## src/rtl/rng_health_monitor.sv

```systemverilog
// RNG consumer with continuous health tests (repetition count, adaptive proportion, stall
// timeout). Words that pass every test are forwarded one cycle after acceptance.
module rng_health_monitor #(
    parameter int DATA_WIDTH     = 16,
    parameter int NUM_SAMPLES    = 256,
    parameter int RCT_CUTOFF     = 4,
    parameter int APT_WINDOW     = 64,
    parameter int APT_CUTOFF     = 20,
    parameter int TIMEOUT_CYCLES = 16
) (
    input  logic                  clk,
    input  logic                  rst_n,
    input  logic                  start,
    input  logic                  clear,
    output logic                  generate_enable,
    input  logic [DATA_WIDTH-1:0] random_in,
    input  logic                  random_valid,
    output logic [DATA_WIDTH-1:0] sample_out,
    output logic                  sample_valid,
    output logic [15:0]           sample_count,
    output logic                  busy,
    output logic                  done,
    output logic                  rct_fail,
    output logic                  apt_fail,
    output logic                  timeout_fail
);

    localparam int REP_W  = $clog2(RCT_CUTOFF + 1);
    localparam int WIN_W  = $clog2(APT_WINDOW + 1);
    localparam int WAIT_W = $clog2(TIMEOUT_CYCLES + 1);

    localparam logic [REP_W-1:0]  REP_ONE    = REP_W'(1);
    localparam logic [REP_W-1:0]  REP_CUT    = REP_W'(RCT_CUTOFF);
    localparam logic [WIN_W-1:0]  WIN_ONE    = WIN_W'(1);
    localparam logic [WIN_W-1:0]  WIN_MAX    = WIN_W'(APT_WINDOW);
    localparam logic [WIN_W-1:0]  APT_CUT    = WIN_W'(APT_CUTOFF);
    localparam logic [WAIT_W-1:0] WAIT_ONE   = WAIT_W'(1);
    localparam logic [WAIT_W-1:0] WAIT_CUT   = WAIT_W'(TIMEOUT_CYCLES);
    localparam logic [16:0]       LAST_COUNT = 17'(NUM_SAMPLES);

    typedef enum logic [1:0] {IDLE, RUN, DONE, FAIL} state_t;

    state_t state, state_next;

    logic [DATA_WIDTH-1:0] rct_word, ref_word;
    logic [REP_W-1:0]      rep, rep_next;
    logic [WIN_W-1:0]      win, win_next, match, match_next;
    logic [WAIT_W-1:0]     wait_cnt, wait_next;
    logic                  accept_p0, new_win, rct_hit, apt_hit, tmo_hit, word_fail, run_end_p0;

    function automatic logic [15:0] sat_inc16(input logic [15:0] v);
        return (v == 16'hFFFF) ? v : v + 16'd1;
    endfunction

    // Stage p0: test the incoming word against the running statistics
    always_comb begin
        accept_p0  = (state == RUN) && random_valid;
        rep_next   = (rep == '0 || random_in != rct_word) ? REP_ONE : rep + REP_ONE;
        new_win    = (win == '0) || (win == WIN_MAX);
        win_next   = new_win ? WIN_ONE : win + WIN_ONE;
        match_next = new_win ? WIN_ONE : ((random_in == ref_word) ? match + WIN_ONE : match);
        wait_next  = wait_cnt + WAIT_ONE;
        rct_hit    = accept_p0 && (rep_next == REP_CUT);
        apt_hit    = accept_p0 && (match_next == APT_CUT);
        tmo_hit    = (state == RUN) && !random_valid && (wait_next == WAIT_CUT);
        word_fail  = rct_hit || apt_hit;
        run_end_p0 = accept_p0 && (({1'b0, sample_count} + 17'd1) == LAST_COUNT);
    end

    always_comb begin
        state_next = state;
        case (state)
            IDLE:    if (start) state_next = RUN;
            RUN: begin
                if (word_fail || tmo_hit) state_next = FAIL;
                else if (run_end_p0)      state_next = DONE;
            end
            DONE:    state_next = IDLE;
            FAIL:    if (clear) state_next = IDLE;
            default: state_next = IDLE;
        endcase
    end

    always_ff @(posedge clk) begin
        if (!rst_n) state <= IDLE;
        else        state <= state_next;
    end

    assign generate_enable = (state == RUN);
    assign busy            = (state == RUN);
    assign done            = (state == DONE);

    // Stage p1: registered statistics, forwarded word and sticky flags
    always_ff @(posedge clk) begin
        if (!rst_n) begin
            rct_word     <= '0;
            ref_word     <= '0;
            rep          <= '0;
            win          <= '0;
            match        <= '0;
            wait_cnt     <= '0;
            sample_out   <= '0;
            sample_valid <= 1'b0;
            sample_count <= '0;
            rct_fail     <= 1'b0;
            apt_fail     <= 1'b0;
            timeout_fail <= 1'b0;
        end else begin
            sample_valid <= 1'b0;
            if (state == IDLE && start) begin
                sample_count <= '0;
                rep          <= '0;
                win          <= '0;
                match        <= '0;
                wait_cnt     <= '0;
            end
            if (accept_p0) begin
                sample_count <= sat_inc16(sample_count);
                rep          <= rep_next;
                rct_word     <= random_in;
                win          <= win_next;
                match        <= match_next;
                wait_cnt     <= '0;
                if (new_win) ref_word <= random_in;
                if (!word_fail) begin
                    sample_out   <= random_in;
                    sample_valid <= 1'b1;
                end
            end else if (state == RUN) begin
                wait_cnt <= wait_next;
            end
            if (rct_hit) rct_fail     <= 1'b1;
            if (apt_hit) apt_fail     <= 1'b1;
            if (tmo_hit) timeout_fail <= 1'b1;
            if (state == FAIL && clear) begin
                rct_fail     <= 1'b0;
                apt_fail     <= 1'b0;
                timeout_fail <= 1'b0;
            end
        end
    end

endmodule

```

## config.mk

```make
export PLATFORM = sky130hd
export DESIGN_NAME = rng_health_monitor
export DESIGN_NICKNAME = d
export VERILOG_FILES = /design/src/rtl/rng_health_monitor.sv
export SDC_FILE = /design/constraint.sdc
export NUM_CORES = 1
export LEC_CHECK = 0
export BUFFER_PORTS_ARGS = -buffer_cell sky130_fd_sc_hd__buf_2
export CELL_PAD_IN_SITES_DETAIL_PLACEMENT = 0
export CELL_PAD_IN_SITES_GLOBAL_PLACEMENT = 1
export CORE_ASPECT_RATIO = 1.4
export CORE_MARGIN = 4
export CORE_UTILIZATION = 35
export CTS_CLUSTER_SIZE = 20
export DETAILED_ROUTE_END_ITERATION = 8
export PLACE_DENSITY = 0.71
export SLEW_MARGIN = 20
export SYNTH_ARGS = -nofsm -noshare
export SYNTH_HDL_FRONTEND = slang
export SYNTH_SLANG_ARGS = --single-unit
```

## constraint.sdc

```tcl
create_clock -name clk -period 6.13 [get_ports clk]
set_clock_uncertainty 0.2 [all_clocks]
set_input_delay 0.613 -clock clk [delete_from_list [all_inputs] [get_ports clk]]
set_output_delay 0.613 -clock clk [all_outputs]
set_load 0.01 [all_outputs]
```

==> key figures, run 1 <==
Placement
  – Gpl congestion: 0.8309
  – # placed instances: 757
  – DP Wirelength: 8.645 mm
  – Port Buffer Count: 59

Detailed routing
  – Via density per instance: 5.458
  – Final ANT Viol Nets: 0
  – DR vias: 4,219
  – Drt total wl: 12.50 mm
  – Avg WL per Cell: 16.18 um
  – Initial DRT Pass Iterations: 4
  – Number of remaining DRC errors: 0
  – Initial DRC count: 215

STA
  – Setup TNS: 0 ns
  – Final Hold Viols: 0
  – Period Utilization, post-route: 0.6223
  – Fin. max-slew vios: 0
  – Fin Hold WS: 0.2487 ns
  – RSZ-0062 raised after global routing: no
  – Max Clock Freq: 262.1 MHz
  – Setup violators final: 0
  – Final min period: 3.815 ns
  – Max-slew headroom: 0.2884
  – Worst slew pin tran: 1.062 ns

Floorplan
  – Core area: 12,870 um^2
  – Rows: 49
  – Die ar.: 15,060 um^2
  – Initial Util: 0.3570
  – Die width: 104.9 um
  – Top Ports: 60
  – Die height: 143.6 um

Global routing
  – Number of global-route vias before repair: 3,999
  – First-pass GRT wire length: 20.42 mm
  – Initial antenna violation count: 1
  – Gr ovfl total: 0
  – Aggregate global-route resource usage: 0.1684
  – Pin count of the biggest net entering global routing: 80

Clocking
  – Root Driver: clkbuf_16
  – Max Buffers Root-to-Sink: 2
  – Post-CTS Resized: 0
  – H-tree depth: 3
  – CTS tree: built
  – Clock sinks: 91
  – Setup Fix Bufs, Post-CTS: 0
  – Clk_lat worst skew: 0.35 ns
  – Post-CTS Hold Buffers: 0
  – CTS Buf Count: 9
  – CTS clk-pin slew, worst paths: 0.07 ns

Pwr
  – Peak supply drop: 0.1243 mV
  – P_leak: 1.978 nW
  – PD cells: 269.9 nW/um^2

Critical path
  – Reg2reg start: state[0]$_SDFFE_PN0P_
  – Crit path DAT: 3.88 ns
  – Crit path launch type: input port
  – Slowest CP cell: o41ai_4
  – Crit end category: flip-flop
  – Critical path launch point: random_in[10]
  – Reg2Reg Setup Slack: 2.34 ns
  – FF-to-FF End: sample_out[0]$_SDFFE_PN0P_
  – Crit Path Max Fanout: 17
  – Critical-path cell list: buf_2 > xnor2_1 > nand4_1 > nor4_2 > nand4b_1 > a221o_1 > o41ai_4 > o21ai_0 > a21oi_1
  – Worst Reg2Reg Path Length in Cells: 8
  – Crit path kind: input port to flip-flop
  – Slowest stage delay, CP: 0.96 ns
  – Worst Setup EP: sample_out[0]$_SDFFE_PN0P_
  – CP required: 6.20 ns

Cells and area
  – Most frequent cells in the layout: dfxtp_1, a21oi_1, nand2_1, buf_2, nor2_1
  – Inserted Diodes: 0
  – Final std cells w/o fill: 773
  – Fin nets: 645
  – Fill cells: 1,312
  – Layout area overhead: 14.10%
  – Commonest non-fill, non-tap cell in the layout: dfxtp_1
  – Share of cells above drive strength 1: 0.1403

Yosys
  – Post-synth net total: 606
  – Synthesized cell area: 4597 um^2
  – Post-Synthesis Cells: 576
  – Sequential-to-total area share from yosys stat: 0.3963
  – Library cells used by synthesis: 51
  – Seq cells post-synth: 91
  – Top_reg_cell synth: dfxtp_1
  – Async S/R FF share, synth: 0
  – Post-synth EDFFs: 0
  – Syn Area/Cell: 7.981 um^2
  – Yosys warns: 0

Run
  – Max_cap viols: 0

Status
  – Outcome: finished, final reports clean

Min path
  – Type of the worst min-delay path: flip-flop to flip-flop
  – HP Start: timeout_fail$_SDFFE_PP0P_
[critical path, delay by kind of cell]
kind	cells	cell delay (ns)
xor+xnor	1	0.19
buf+inv	1	0.13
compound gates	4	1.71
simple gates	3	1.23
[cell type report]
type | instances | area [um^2] | area share
clock buffers | 9 | 225.2 | 0.04294
clock inverters | 7 | 57.56 | 0.01097
well taps | 153 | 191.4 | 0.03650
flip-flops and latches | 91 | 1822 | 0.3473
repair buffers | 62 | 317.8 | 0.06059
inverters | 12 | 45.04 | 0.008588
multi-input cells | 439 | 2586 | 0.4931
[synthesized netlist by cell type (2+ instances only)]
cell,number,area [um^2]
nand4b_1,4,35.03
nor3_1,6,30.03
nand2_1,64,240.2
nand4_1,15,93.84
a22oi_1,5,37.54
buf_1,2,7.510
a41oi_1,2,17.52
nand2b_1,5,31.28
o21ai_0,35,175.2
a31oi_1,6,37.54
nor2b_1,2,12.51
dfxtp_1,91,1822
inv_1,12,45.04
a31o_2,2,17.52
and2_0,4,25.02
nor4_1,3,18.77
or3_1,9,56.30
nand3b_1,6,45.04
and3_1,8,50.05
buf_4,2,15.01
nand3_1,28,140.1
o21ai_1,9,45.04
or3b_2,2,17.52
and4_1,3,26.28
a211oi_1,2,15.01
nor2_1,57,214.0
xnor2_1,34,297.8
buf_2,3,15.01
mux2i_1,17,170.2
ha_1,9,112.6
clkbuf_1,26,97.59
xor2_1,5,43.79
a311oi_1,3,26.28
a21oi_1,78,390.4
[cell families after synthesis]
kind of cell	after synthesis	share of synthesized area
multiplexers	17	0.03702
AO/OA/AOI/OAI	153	0.1916
adder cells (fa/ha/maj)	9	0.02450
AND/OR/NAND/NOR	221	0.2346
buffers and inverters	46	0.04164
XOR/XNOR	39	0.07431
flip-flops	91	0.3963
[through the flow]
| stage | worst slack, ns | utilization | power [mW] | instance area, um^2 |
|---|---|---|---|---|
| after CTS | 2.301 | 0.4074 | 1.434 | 5245 |
| after global routing | 1.901 | 0.4074 | 1.485 | 5245 |
| after floorplan | 3.207 | - | 0.8135 | 4597 |
| final | 2.315 | 0.4074 | 1.415 | 5245 |
| after detailed placement | 1.941 | 0.3854 | 0.8908 | 4962 |
| after global placement | 1.946 | 0.3854 | 0.8870 | 4962 |
[worst min-delay path by stage]
stage / to / slack (ns) / cells after the start
after floorplan: wait_cnt[4]$_SDFFE_PP0P_ / 0.25 / 1
final: timeout_fail$_SDFFE_PP0P_ / 0.25 / 2
after detailed placement: timeout_fail$_SDFFE_PP0P_ / 0.24 / 2
after global placement: timeout_fail$_SDFFE_PP0P_ / 0.24 / 2
after CTS: timeout_fail$_SDFFE_PP0P_ / 0.25 / 2
after global routing: rct_fail$_SDFFE_PP0P_ / 0.28 / 2
[sequential cells by signal, summed over array words and instances, names as in the netlist]
signal / flops
rct_fail: 1
match: 7
rct_word: 16
sample_out: 16
timeout_fail: 1
state: 2
ref_word: 16
rep: 3
win: 6
sample_valid: 1
sample_count: 16
wait_cnt: 5
apt_fail: 1
[where the power goes]
part | switching, mW | internal [mW]
registers | 0.0249 | 0.621
logic | 0.144 | 0.0836
clock network | 0.259 | 0.282
[routing by layer]
metal	up-vias	routed length (um)	GRT usage
met2	82	6391	0.3006
met4	2	244	0.05943
met5	-	7	0
met1	2004	5425	0.1999
li1	2115	-	-
met3	16	436	0.03596
No activity file was read; power rests on OpenSTA's default activity.
==> inputs of run 2 (changes only) <==
Settings changed: ABC_AREA set to 1, PLACE_DENSITY 0.71 to 0.76.
Clock period 6.13 ns to 3.5 ns, I/O delays scaled along.
==> run 2 against run 1 <==
First-iteration DRC count fell by 6.5%. Design area rose by 3.2%. Worst hold slack got worse by 0.15 ns. Critical endpoint is now sample_out[8]$_SDFFE_PN0P_.
==> key figures, run 2 <==
Critical path
  – Crit Path Max Fanout: 18
  – Most frequent CP cell: inv_2
  – Crit path kind: flip-flop to flip-flop
  – Slowest CP cell: dfxtp_1
  – Critical-path cell list: inv_2 > nor2_4 > nand2_2 > inv_2 > nand2_1 > inv_2 > nand3_1 > nor2_2 > nand2_4 > nand3_4 > inv_4 > nand2_1 > a21oi_2
  – Crit end category: flip-flop
  – Crit path launch type: flip-flop
  – Reg2Reg Setup Slack: 0.83 ns
  – Slowest stage delay, CP: 0.39 ns
  – Crit path DAT: 2.68 ns
  – CP required: 3.51 ns

STA
  – Period Utilization, post-route: 0.7639
  – Setup violators final: 0
  – RSZ-0062 raised after global routing: no
  – Setup TNS: 0 ns
  – Worst slew pin tran: 0.6216 ns
  – Setup ws final: 0.8262 ns
  – Max Clock Freq: 374.0 MHz
  – Final Hold Viols: 0
  – Max-slew headroom: 0.5851
  – Final min period: 2.674 ns
  – Fin. max-slew vios: 0

Yosys
  – Top post-synthesis cells by count: nand2_1, dfxtp_1, inv_1
  – Post-Synthesis Cells: 679
  – Post-synth EDFFs: 0
  – Sequential-to-total area share from yosys stat: 0.3892
  – Most frequent cell after synthesis: nand2_1
  – Seq cells post-synth: 91
  – Top_reg_cell synth: dfxtp_1
  – Async S/R FF share, synth: 0
  – Post-synth top area cell: dfxtp_1
  – Synthesized cell area: 4681 um^2
  – Syn Area/Cell: 6.894 um^2
  – Synth area leaders: dfxtp_1, nand2_1, a21oi_1, inv_1, o21ai_0
  – Post-synth top area share: 0.3892
  – Library cells used by synthesis: 35
  – Yosys warns: 0
  – Post-synth net total: 709

Clocking
  – CTS clk-pin slew, worst paths: 0.07 ns
  – Max Buffers Root-to-Sink: 2
  – CTS tree: built
  – Post-CTS Hold Buffers: 0
  – H-tree depth: 3
  – Root Driver: clkbuf_16
  – Clk_lat worst skew: 0.34 ns
  – Setup Fix Bufs, Post-CTS: 0
  – Post-CTS Resized: 0
  – CTS Buf Count: 9
  – Clock sinks: 91

Placement
  – DP Wirelength: 8.884 mm
  – Gpl congestion: 0.8264
  – Dpl ws: 0.7980 ns
  – Port Buffer Count: 59
  – Post-DP Area: 5134 um^2
  – # placed instances: 902

Cells and area
  – Fin nets: 765
  – Final Util: 0.4164
  – Final std cells w/o fill: 918
  – Share of cells above drive strength 1: 0.1824
  – Finished layout cell area: 5413 um^2
  – Fill cells: 1,426
  – Inserted Diodes: 0
  – Most frequent cells in the layout: nand2_1, dfxtp_1, inv_1, buf_2, a21oi_1
  – Layout area overhead: 15.64%
  – Commonest non-fill, non-tap cell in the layout: nand2_1

Floorplan
  – Rows: 49
  – Die width: 105.7 um
  – Die ar.: 15,310 um^2
  – Core area: 13,000 um^2
  – Top Ports: 60
  – Initial Util: 0.3601
  – Die height: 144.8 um

Detailed routing
  – DR vias: 4,384
  – Initial DRT Pass Iterations: 4
  – Avg WL per Cell: 13.39 um
  – Number of remaining DRC errors: 0
  – Initial DRC count: 201
  – Final ANT Viol Nets: 0
  – Drt total wl: 12.29 mm
  – Via density per instance: 4.776

Global routing
  – First-pass GRT wire length: 20.04 mm
  – Aggregate global-route resource usage: 0.1628
  – Gr ovfl total: 0
  – Initial antenna violation count: 0
  – Number of global-route vias before repair: 4,174
  – Pin count of the biggest net entering global routing: 42

Pwr
  – Peak supply drop: 0.2237 mV
  – Reg power frac: 0.466
  – Switching Share: 0.2999
  – P_leak: 2.327 nW
  – Internal power consumption: 1.730 mW
  – Comb pwr share: 0.164
  – PD cells: 456.6 nW/um^2
  – Clock share of power: 0.371
  – Switch Pwr: 0.7412 mW

Status
  – Outcome: finished, final reports clean

Min path
  – Type of the worst min-delay path: input port to flip-flop

Run
  – Max_cap viols: 0
-- run 2: changes by cell type in the layout (fill, tap and decap cells not counted), sizes merged, moves of 6 or more --
cell and delta:
a21oi -12, o21ai -6, mux2i -17, nand2 +160
xnor2 -31, a31oi -6, o22ai +12, xor2 +15
and3 -8, or3 -9, inv +72
-- run 2: cell families (layout without fill, tap and decap cells) --
group / Yosys count / in the layout / share of synthesized area
xor gates and xnor gates: 23 / 23 / 0.04304
and+or+nand+nor: 329 / 329 / 0.3074
DFF: 91 / 91 / 0.3892
buffers and inverters: 107 / 168 / 0.09222
adders and majority gates: 9 / 9 / 0.02406
AOI/OAI and AO/OA: 120 / 120 / 0.1441
-- run 2: worst paths after layout --
check / end / startpoint / cells after the start
worst max-delay path: sample_out[8]$_SDFFE_PN0P_ / state[0]$_SDFFE_PN0P_ / 13
worst min-delay path: ref_word[4]$_SDFFE_PN0P_ / random_in[4] / 3
worst min register to register: timeout_fail$_SDFFE_PP0P_ / timeout_fail$_SDFFE_PP0P_ / 2
worst max register to register: sample_out[8]$_SDFFE_PN0P_ / state[0]$_SDFFE_PN0P_ / 13
-- run 2: critical path: cells and delay by family, from the launching register on --
kind / cells / cell delay, ns
AOI/OAI and AO/OA: 1 / 0.05
buffers and inverters: 4 / 0.62
and+or+nand+nor: 8 / 1.27
DFF: 1 / 0.39
-- run 2: power by group through the flow --
stage	clock, mW	sequential (mW)	combinational [mW]
global route	0.992	1.16	0.457
CTS	0.945	1.15	0.411
finish	0.916	1.15	0.404
global placement	0	1.17	0.401
detailed placement	0	1.17	0.409
floorplan	0	1.17	0.282
-- run 2: per-stage QoR --
stage	hold slack [ns]	power (mW)
after CTS	0.09149	2.506
after detailed placement	0.2584	1.582
after global routing	0.1000	2.607
after global placement	0.2467	1.573
final	0.09615	2.472
after floorplan	0.2473	1.452
-- run 2: area by class of cell --
| cell class | count | area [um^2] | area share |
|---|---|---|---|
| Tap cell | 178 | 222.7 | 0.04115 |
| Sequential cell | 91 | 1822 | 0.3366 |
| Inverter | 89 | 336.6 | 0.06218 |
| Clock buffer | 11 | 242.7 | 0.04485 |
| Multi-Input combinational cell | 481 | 2427 | 0.4485 |
| Timing Repair Buffer | 63 | 325.3 | 0.06010 |
| Clock inverter | 5 | 36.28 | 0.006704 |
-- run 2: per-layer routing --
metal	global-route usage	vias up	part of all wire
met1	0.1843	2028	0.41
met2	0.3162	79	0.54
met3	0.02708	9	0.036
met5	0	-	0
li1	-	2268	-
met4	0.04093	0	0.0085
==> inputs of run 3 (changes only) <==
Clock period 3.5 ns to 2.42 ns, I/O delays scaled along.
==> run 3 against run 2 <==
Design area is 9.5% higher. Total power is 52% higher. Critical endpoint is now sample_out[11]$_SDFFE_PN0P_. Sequential power is 44% higher. Flip-flop and latch count stayed put. Via count is 5.2% higher. Register-to-register slack worse by 0.67 ns. Count of clock-buffer cells in the layout is 2 lower. Worst hold slack worse by 0.087 ns.
==> key figures, run 3 (synthesis results as in run 2) <==
Status
  – Outcome: finished, final reports clean

Clocking
  – H-tree depth: 3
  – Clock sinks: 91
  – CTS clk-pin slew, worst paths: 0.07 ns
  – Max Buffers Root-to-Sink: 2
  – Root Driver: clkbuf_16
  – Clk_lat worst skew: 0.34 ns
  – CTS tree: built
  – CTS Buf Count: 9

Pwr
  – Switching Share: 0.2939
  – Total power: 3.758 mW
  – Switch Pwr: 1.104 mW
  – Clock share of power: 0.377
  – Peak supply drop: 0.3800 mV
  – P_leak: 2.555 nW
  – Internal power consumption: 2.654 mW
  – Comb pwr share: 0.180
  – Reg power frac: 0.443
  – PD cells: 634.3 nW/um^2

STA
  – Max-slew headroom: 0.5487
  – Setup TNS: 0 ns
  – Final Hold Viols: 0
  – Max Clock Freq: 441.5 MHz
  – Setup violators final: 0
  – Period Utilization, post-route: 0.9360
  – Setup ws final: 0.1548 ns
  – Final min period: 2.265 ns
  – Fin. max-slew vios: 0
  – Worst slew pin tran: 0.6762 ns

Floorplan
  – Die width: 105.7 um
  – Rows: 49
  – Die height: 144.8 um
  – Top Ports: 60
  – Initial Util: 0.3601
  – Die ar.: 15,310 um^2
  – Core area: 13,000 um^2

Placement
  – Gpl congestion: 0.8240
  – DP Wirelength: 9.234 mm
  – Port Buffer Count: 59
  – Dpl ws: -0.01729 ns
  – # placed instances: 912

Global routing
  – Aggregate global-route resource usage: 0.1736
  – First-pass GRT wire length: 21.36 mm
  – Number of global-route vias before repair: 4,604
  – Pin count of the biggest net entering global routing: 42
  – Initial antenna violation count: 0
  – Gr ovfl total: 0

Critical path
  – Most frequent CP cell: nand2_2
  – Crit end category: flip-flop
  – Crit path DAT: 2.27 ns
  – Crit path kind: flip-flop to flip-flop
  – CP Buf/Inv Count: 4
  – Slowest CP cell: dfxtp_1
  – Top Family by Delay on Critical Path: simple AND/OR/NAND/NOR gates
  – CP required: 2.43 ns
  – Slowest stage delay, CP: 0.35 ns
  – Crit path launch type: flip-flop
  – Critical-path cell list: inv_1 > nand2_1 > nand2_1 > nor2_2 > nand2_2 > nor2_8 > buf_6 > nand3_1 > nand2_2 > inv_1 > nand2_2 > nor2_4 > nand2_4 > nand3_4 > clkbuf_16 > nand2_2 > a21oi_2
  – Crit Path Max Fanout: 8

Cells and area
  – Inserted Diodes: 0
  – Most frequent cells in the layout: nand2_1, dfxtp_1, inv_1, buf_2, a21oi_1
  – Share of cells above drive strength 1: 0.2270
  – Commonest non-fill, non-tap cell in the layout: nand2_1
  – Fin nets: 809
  – Layout area overhead: 26.57%
  – Final std cells w/o fill: 962

Detailed routing
  – Initial DRC count: 197
  – Initial DRT Pass Iterations: 6
  – Drt total wl: 12.86 mm
  – Via density per instance: 4.796
  – Avg WL per Cell: 13.37 um
  – Number of remaining DRC errors: 0
  – Final ANT Viol Nets: 0
  – DR vias: 4,614

Run
  – Max_cap viols: 0

Min path
  – Type of the worst min-delay path: input port to flip-flop
==> run 3: cell types whose count changed in the layout (fill, tap and decap cells not counted), sizes merged <==
cell,before,now
dlygate4sd3,0,25
buf,63,81
clkinv,3,5
bufinv,0,1
clkbuf,11,10
clkinvlp,3,2
==> run 3: path summary, 6_finish.rpt <==
path	startpoint	to	slack [ns]	cells after the start
hold / removal	random_in[11]	sample_out[11]$_SDFFE_PN0P_	0.009	3
setup reg to reg	ref_word[10]$_SDFFE_PN0P_	sample_out[11]$_SDFFE_PN0P_	0.15	17
hold reg to reg	timeout_fail$_SDFFE_PP0P_	timeout_fail$_SDFFE_PP0P_	0.26	2
setup / recovery	ref_word[10]$_SDFFE_PN0P_	sample_out[11]$_SDFFE_PN0P_	0.15	17
==> run 3: metal layers <==
metal,share of wire,vias up,global-route usage,wire length [um]
li1,-,2368,-,-
met1,0.40,2135,0.1865,5170
met2,0.53,86,0.3317,6871
met3,0.036,25,0.02929,458
met4,0.028,0,0.07913,363
met5,0,-,0,0
==> run 3: worst register-to-register path: stages (launching register included) <==
cell and delay (ns):
dfxtp_1 0.35, inv_1 0.05, nand2_1 0.05, nand2_1 0.06, nor2_2 0.12, nand2_2 0.11
nor2_8 0.18, buf_6 0.12, nand3_1 0.08, nand2_2 0.08, inv_1 0.04, nand2_2 0.07
nor2_4 0.05, nand2_4 0.07, nand3_4 0.18, clkbuf_16 0.23, nand2_2 0.06, a21oi_2 0.05
==> run 3: area by class of cell <==
class / instances / area, um^2
Fill cell: 1402 / 7073
Multi-Input combinational cell: 481 / 2479
Sequential cell: 91 / 1828
Timing Repair Buffer: 107 / 752.0
Inverter: 89 / 341.6
Clock buffer: 9 / 225.2
Tap cell: 178 / 222.7
Clock inverter: 7 / 76.32
==> run 3: through the flow <==
step / instance area (um^2) / utilization / hold WS (ns)
5_1_grt: 5924 / 0.4558 / 0.003122
4_1_cts: 5779 / 0.4446 / 0.0001827
6_report: 5924 / 0.4558 / 0.009194
3_5_place_dp: 5221 / 0.4017 / 0.2514
3_3_place_gp: 5221 / 0.4017 / 0.2514
2_1_floorplan: 4681 / - / 0.1783
==> run 3: what timing repair did <==
action / 4_1_cts / 5_1_grt
endpoints found under the setup margin: 17 / 19
gates resized for setup: 1 / 25
hold buffers: 25 / 0
buffers inserted: 0 / 8
cloned: 0 / 1
pin swaps: 0 / 12
endpoints found under the hold margin: 23 / 0
==> run 3: power by group through the flow <==
stage	clock network (mW)	logic, mW	registers (mW)
3_3_place_gp	0	0.615	1.69
3_5_place_dp	0	0.622	1.69
4_1_cts	1.46	0.656	1.66
5_1_grt	1.54	0.764	1.68
2_1_floorplan	0	0.408	1.69
6_report	1.42	0.678	1.66
